**src/rtl/tanh_pkg.sv**
```systemverilog
// Shared Q1.15 constants, sample width and an index-width helper for the tanh scheduler.
// Latency: n/a (declarations only).
// Backpressure: n/a.
package tanh_pkg;

    // Sample width. The datapath is fixed Q1.15.
    localparam int DW = 16;

    localparam logic signed [15:0] Q15_ONE     = 16'sh7FFF;
    localparam logic signed [15:0] Q15_NEG_ONE = 16'sh8001;
    localparam logic signed [15:0] SAT_THRESH  = 16'sh7000;

    // Ceiling log2 with a floor of 1, so a 1- or 2-entry set still gets a 1-bit index.
    function automatic int clog2(input int n);
        int w;
        w = 0;
        while ((1 << w) < n) begin
            w = w + 1;
        end
        if (w < 1) begin
            w = 1;
        end
        return w;
    endfunction

endpackage

```
**src/rtl/rr_arbiter.sv**
```systemverilog
// Round-robin arbiter: one-hot grant to the first request after ptr, searching cyclically.
// Latency: 0 cycles (purely combinational).
// Backpressure: en=0 forces an all-zero grant.
module rr_arbiter
    import tanh_pkg::*;
#(
    parameter int N  = 4,
    parameter int PW = clog2(N)
) (
    input  logic [N-1:0]  req,
    input  logic [PW-1:0] ptr,
    input  logic          en,
    output logic [N-1:0]  gnt
);

    logic          found;
    logic [PW-1:0] idx;

    // Walk ptr+1 .. ptr+N (mod N) and grant the first active request found.
    always_comb begin
        gnt   = '0;
        found = 1'b0;
        idx   = '0;
        for (int k = 1; k <= N; k++) begin
            idx = PW'((int'(ptr) + k) % N);
            if (en && !found && req[idx]) begin
                gnt[idx] = 1'b1;
                found    = 1'b1;
            end
        end
    end

endmodule

```
**src/rtl/tanh_approx_q15.sv**
```systemverilog
// Combinational Q1.15 tanh: 4-segment piecewise-linear chords through tanh(k/4), odd-symmetric.
// Latency: 0 cycles (purely combinational).
// Backpressure: none; the output follows the input.
module tanh_approx_q15
    import tanh_pkg::*;
(
    input  logic [DW-1:0] x,
    output logic [DW-1:0] y
);

    logic [15:0] neg_x;
    logic [14:0] mag;
    logic [12:0] off;
    logic [14:0] base;
    logic [12:0] slope;
    logic [25:0] prod;
    logic [14:0] ymag;

    assign neg_x = ~x + 16'd1;

    // Magnitude; -1.0 (0x8000) has no positive twin, so it is clamped to the largest positive code.
    always_comb begin
        mag = x[14:0];
        if (x[15]) begin
            mag = neg_x[15] ? 15'h7FFF : neg_x[14:0];
        end
    end

    assign off = mag[12:0];

    // Segment table: base = tanh(seg/4) in Q15, slope = rise over one quarter-unit segment.
    always_comb begin
        base  = 15'd0;
        slope = 13'd8026;
        case (mag[14:13])
            2'd0: begin base = 15'd0;     slope = 13'd8026; end
            2'd1: begin base = 15'd8026;  slope = 13'd7117; end
            2'd2: begin base = 15'd15143; slope = 13'd5670; end
            default: begin base = 15'd20813; slope = 13'd4143; end
        endcase
    end

    // Interpolate within the segment; the 2^13 divide truncates toward zero.
    assign prod = 26'(off) * 26'(slope);
    assign ymag = base + {2'b00, prod[25:13]};

    // Re-apply the sign so tanh(-x) = -tanh(x) exactly.
    assign y = x[15] ? (~{1'b0, ymag} + 16'd1) : {1'b0, ymag};

endmodule

```
**src/rtl/tanh_rr_scheduler.sv**
```systemverilog
// Shares one tanh_approx_q15 between NREQ valid/ready requesters, round-robin, results tagged by index.
// Latency: 1 cycle accept-to-out_valid; 1 sample/cycle sustained while out_ready=1.
// Backpressure: single output entry; out_valid & !out_ready holds it and blocks all grants. Option: TANH_SAT_COUNT_EN.
module tanh_rr_scheduler
    import tanh_pkg::*;
#(
    parameter int NREQ = 4,
    parameter int IDW  = 2      // must equal clog2(NREQ)
) (
    input  logic                clk,
    input  logic                rst_n,
    input  logic [NREQ-1:0]     req_valid,
    input  logic [NREQ*DW-1:0]  req_data,
    output logic [NREQ-1:0]     req_ready,
    output logic                out_valid,
    output logic [DW-1:0]       out_data,
    output logic [IDW-1:0]      out_id,
    input  logic                out_ready,
    output logic [15:0]         sat_count
);

    logic [IDW-1:0]  rr_ptr;
    logic            can_issue;
    logic            arb_en;
    logic [NREQ-1:0] gnt;
    logic [IDW-1:0]  gnt_idx;
    logic [DW-1:0]   tanh_x;
    logic [DW-1:0]   tanh_y;
    logic            xfer;

    // A grant is only offered when the output slot is free or draining this cycle,
    // and never while reset is held.
    assign can_issue = !out_valid || out_ready;
    assign arb_en    = can_issue && rst_n;

    rr_arbiter #(
        .N  (NREQ),
        .PW (IDW)
    ) u_arb (
        .req (req_valid),
        .ptr (rr_ptr),
        .en  (arb_en),
        .gnt (gnt)
    );

    assign req_ready = gnt;
    assign xfer      = |(req_valid & gnt);

    // Encode the one-hot grant and steer the granted sample into the shared tanh.
    always_comb begin
        gnt_idx = '0;
        tanh_x  = '0;
        for (int i = 0; i < NREQ; i++) begin
            if (gnt[i]) begin
                gnt_idx = IDW'(i);
                tanh_x  = req_data[i*DW +: DW];
            end
        end
    end

    tanh_approx_q15 u_tanh (
        .x (tanh_x),
        .y (tanh_y)
    );

    // Output entry and round-robin pointer; pointer moves only on a real transfer.
    always_ff @(posedge clk or negedge rst_n) begin
        if (!rst_n) begin
            out_valid <= 1'b0;
            out_data  <= '0;
            out_id    <= '0;
            rr_ptr    <= IDW'(NREQ - 1);
        end else if (xfer) begin
            out_valid <= 1'b1;
            out_data  <= tanh_y;
            out_id    <= gnt_idx;
            rr_ptr    <= gnt_idx;
        end else if (out_ready) begin
            out_valid <= 1'b0;
        end
    end

`ifdef TANH_SAT_COUNT_EN
    logic [15:0] sat_q;
    logic        sat_hit;

    assign sat_hit = ($signed(tanh_y) >= SAT_THRESH) || ($signed(tanh_y) <= -SAT_THRESH);

    // Count transfers whose result lands near +/-1; sticks at all-ones instead of wrapping.
    always_ff @(posedge clk or negedge rst_n) begin
        if (!rst_n) begin
            sat_q <= 16'd0;
        end else if (xfer && sat_hit && (sat_q != 16'hFFFF)) begin
            sat_q <= sat_q + 16'd1;
        end
    end

    assign sat_count = sat_q;
`else
    assign sat_count = 16'd0;
`endif

endmodule

```
**config.mk**
```make
export PLATFORM = sky130hd
export DESIGN_NAME = tanh_rr_scheduler
export DESIGN_NICKNAME = d
export VERILOG_FILES = /design/src/rtl/tanh_pkg.sv /design/src/rtl/rr_arbiter.sv /design/src/rtl/tanh_approx_q15.sv /design/src/rtl/tanh_rr_scheduler.sv
export SDC_FILE = /design/constraint.sdc
export NUM_CORES = 1
export LEC_CHECK = 0
export CELL_PAD_IN_SITES_DETAIL_PLACEMENT = 0
export CELL_PAD_IN_SITES_GLOBAL_PLACEMENT = 1
export CORE_MARGIN = 2
export CORE_UTILIZATION = 39
export DETAILED_ROUTE_END_ITERATION = 10
export HOLD_SLACK_MARGIN = 0.15
export PLACE_DENSITY = 0.88
export SYNTH_ARGS = -nofsm -noshare
export SYNTH_HDL_FRONTEND = slang
export SYNTH_SLANG_ARGS = --single-unit
export TNS_END_PERCENT = 30
```
**constraint.sdc**
```tcl
create_clock -name clk -period 12.82 [get_ports clk]
set_clock_uncertainty 0.05 [all_clocks]
set_input_delay 1.282 -clock clk [delete_from_list [all_inputs] [get_ports clk]]
set_output_delay 1.282 -clock clk [all_outputs]
set_load 0.02 [all_outputs]
```
==> flow_summary.ini <==
[sta]
tightest_slew_ns = 0.7107
fin_crit_ns = 12.43
setup_violations = 0
slew_headroom_pct = 52.51
hold_violations = 0
fmax_mhz = 80.43
slew_viol_final = 0
fin_crit_sh_pct = 96.98

[clock_network]
cts_buffers = 3
clk_pin_slew_worst_paths_ns = 0.06
clock-sinks = 21
htreeDepth = 1
root_buffer = clkbuf_16
cts_tree = done
clock_path_buffers = 2
hold_buffers = 0
clock_latency_ns = 0.25

[drt]
wl_met1_microns = 11470
routedWlPerCell_microns = 16.46
viasPerCell = 5.158
vias = 8304
wl_met2_microns = 13190
dr_wl_met3_microns = 1083
drt-initial-drc-count = 490
top_layer = met4
drc = 0
dr.pass1.iters = 5
ant_nets = 0
drt_wl_total_microns = 26510

[yosys]
synth_edf_count = 0
yosysWarnings = 0
ys_ff_latch = 21
synthArstFlopShare_pct = 100.0
yosysSeqAreaShare_pct = 6.190
syn-cell-area_sq_um = 8529
synth_cells = 1063
yosys.cell_types.count = 79
synth.avg_cell_area_sq_um = 8.024
synthFlopType = dfrtp_1

[critical_path]
critPathArrivalTime_ns = 12.52
crit_path_start_kind = input port
cp_slowest_cell = or4_4
end_kind = register
slowest_delay_ns = 0.60
path_class = input port to register
crit_path_max_fanout = 8
crit_top_cell = buf_4
cp_data_required_time_ns = 12.91

[run_status]
status = complete, no violations

[global_routing]
grt_pass1_wl_microns = 43030
grt_max_degree = 23
antenna_found_initial = 0
grt_pass1_vias = 8606
grt-ovfl-total = 0
grt_usage_pct = 22.47

[placed_design]
dp_hpwl_microns = 22600
io_buffers = 93
place_congestion = 0.9932

[floorplanning]
row_count = 54
coreArea_sq_um = 21620
initial_core_util_pct = 39.45
io_pins = 110
die_h_microns = 151.9
fp.dieW_microns = 151.9
die-area_sq_um = 23070

[cells_and_area]
layout_commonest_cell = buf_4
drive_above_1_share_pct = 23.46
nets = 1618
num-fill-cells = 2028
area_delta_synth_final_pct = 35.01
register_area_sq_um = 528.0
final_core_util_pct = 53.26
diodes = 0
multiInputGateArea_sq_um = 7317
final_cell_mix = buf_4, inv_1, nor2_1

[min_path]
hold_path.class = register to register

[run]
drv_cap = 0
-- kinds of logic (layout without fill, tap and decap cells) --
group / count (synthesis) / count (layout) / share of synthesized area (%)
compound gates: 170 / 171 / 13.58
buf+inv: 252 / 503 / 12.38
simple gates: 350 / 350 / 19.07
mux: 10 / 10 / 1.819
xor+xnor: 43 / 43 / 4.577
flops: 21 / 21 / 6.190
other cells: 1 / 16 / 0.04397
fa+ha+maj: 216 / 216 / 42.34
-- layout make-up --
| cell class | instances | area share [%] |
|---|---|---|
| repair buffers | 296 | 21.33 |
| well taps | 280 | 3.042 |
| clock buffers | 3 | 0.6519 |
| multi-input cells | 806 | 63.54 |
| clock inverters | 1 | 0.04346 |
| flip-flops and latches | 21 | 4.585 |
| inverters | 203 | 6.812 |
-- what timing repair did --
| action | in CTS | in global routing |
|---|---|---|
| setup endpoints to repair | 6 | 8 |
| cloned | 0 | 1 |
| resized for setup | 10 | 77 |
| pin swaps | 6 | 49 |
| setup buffers | 2 | 19 |
-- layer usage --
metal,GRT usage (%),vias up
met3,1.512,50
met2,39.25,213
li1,-,3947
met4,5.696,0
met5,0,-
met1,30.38,4094
-- cell usage after synthesis, drive strengths merged, types with 3 or more instances --
cell type	count	area (sq um)
inv	199	747.0
nor2	136	510.5
fa	121	2422
nand2	96	360.4
ha	95	1189
a21oi	47	235.2
nand3	33	170.2
buf	28	210.2
xnor2	28	245.2
o21ai	27	135.1
clkbuf	21	78.83
dfrtp	19	475.5
a31oi	17	106.4
nor3	15	75.07
o21a	14	105.1
xor2	14	122.6
and2	10	62.56
nand2b	9	56.30
nand4	9	56.30
nor2b	8	50.05
a21o	7	52.55
a22oi	6	45.04
a31o	6	52.55
o21bai	6	45.04
or4	6	52.55
nor3b	5	37.54
nor4	5	43.79
o31ai	5	47.54
a21boi	4	30.03
clkinv	4	20.02
mux2	4	45.04
mux4	4	90.09
o211ai	4	30.03
or2	4	25.02
or3	4	25.02
a221oi	3	32.53
a22o	3	26.28
o22a	3	36.29
o22ai	3	25.02
-- registers in the layout, summed over array words and instances, names as in the netlist --
register and flops:
rr_ptr 2, out_valid 1, out_data 16, out_id 2
-- critical path: cells and delay by family --
kind / cells / cell delay, ns
muxes: 2 / 0.76
AOI/OAI and AO/OA: 10 / 1.66
xor gates and xnor gates: 2 / 0.35
adders and majority gates: 8 / 2.91
and+or+nand+nor: 15 / 3.59
buffers and inverters: 14 / 1.97
-- path summary, 6_finish.rpt --
| path | endpoint | from | slack [ns] | depth (start not counted) |
|---|---|---|---|---|
| min in group asynchronous | out_data[9]$_DFFE_PN0P_ | rst_n | 1.09 | 2 |
| max | out_data[12]$_DFFE_PN0P_ | req_valid[2] | 0.39 | 51 |
| max in group asynchronous | rr_ptr[1]$_DFFE_PN1P_ | rst_n | 11.35 | 2 |
| max reg2reg | out_data[12]$_DFFE_PN0P_ | rr_ptr[0]$_DFFE_PN1P_ | 0.55 | 52 |
| min | out_data[2]$_DFFE_PN0P_ | out_data[2]$_DFFE_PN0P_ | 0.45 | 2 |
| min reg2reg | out_data[2]$_DFFE_PN0P_ | out_data[2]$_DFFE_PN0P_ | 0.45 | 2 |
-- through the flow --
stage | TNS [ns] | instances | worst slack, ns | hold WS [ns] | instance area, sq um
global route | -0.1880 | 1610 | -0.09178 | 0.4844 | 11520
finish | 0 | 1610 | 0.3876 | 0.4456 | 11520
CTS | 0 | 1590 | 0.007859 | 0.4416 | 11070
floorplan | 0 | 1078 | 0.02449 | 0.5400 | 8592
global placement | -1.041 | 1584 | -0.2892 | 0.4171 | 10950
detailed placement | -2.593 | 1584 | -0.5083 | 0.4281 | 10950
Power is not shown: default switching activity piles up to over one toggle a cycle in this logic, so the estimate is an artifact.
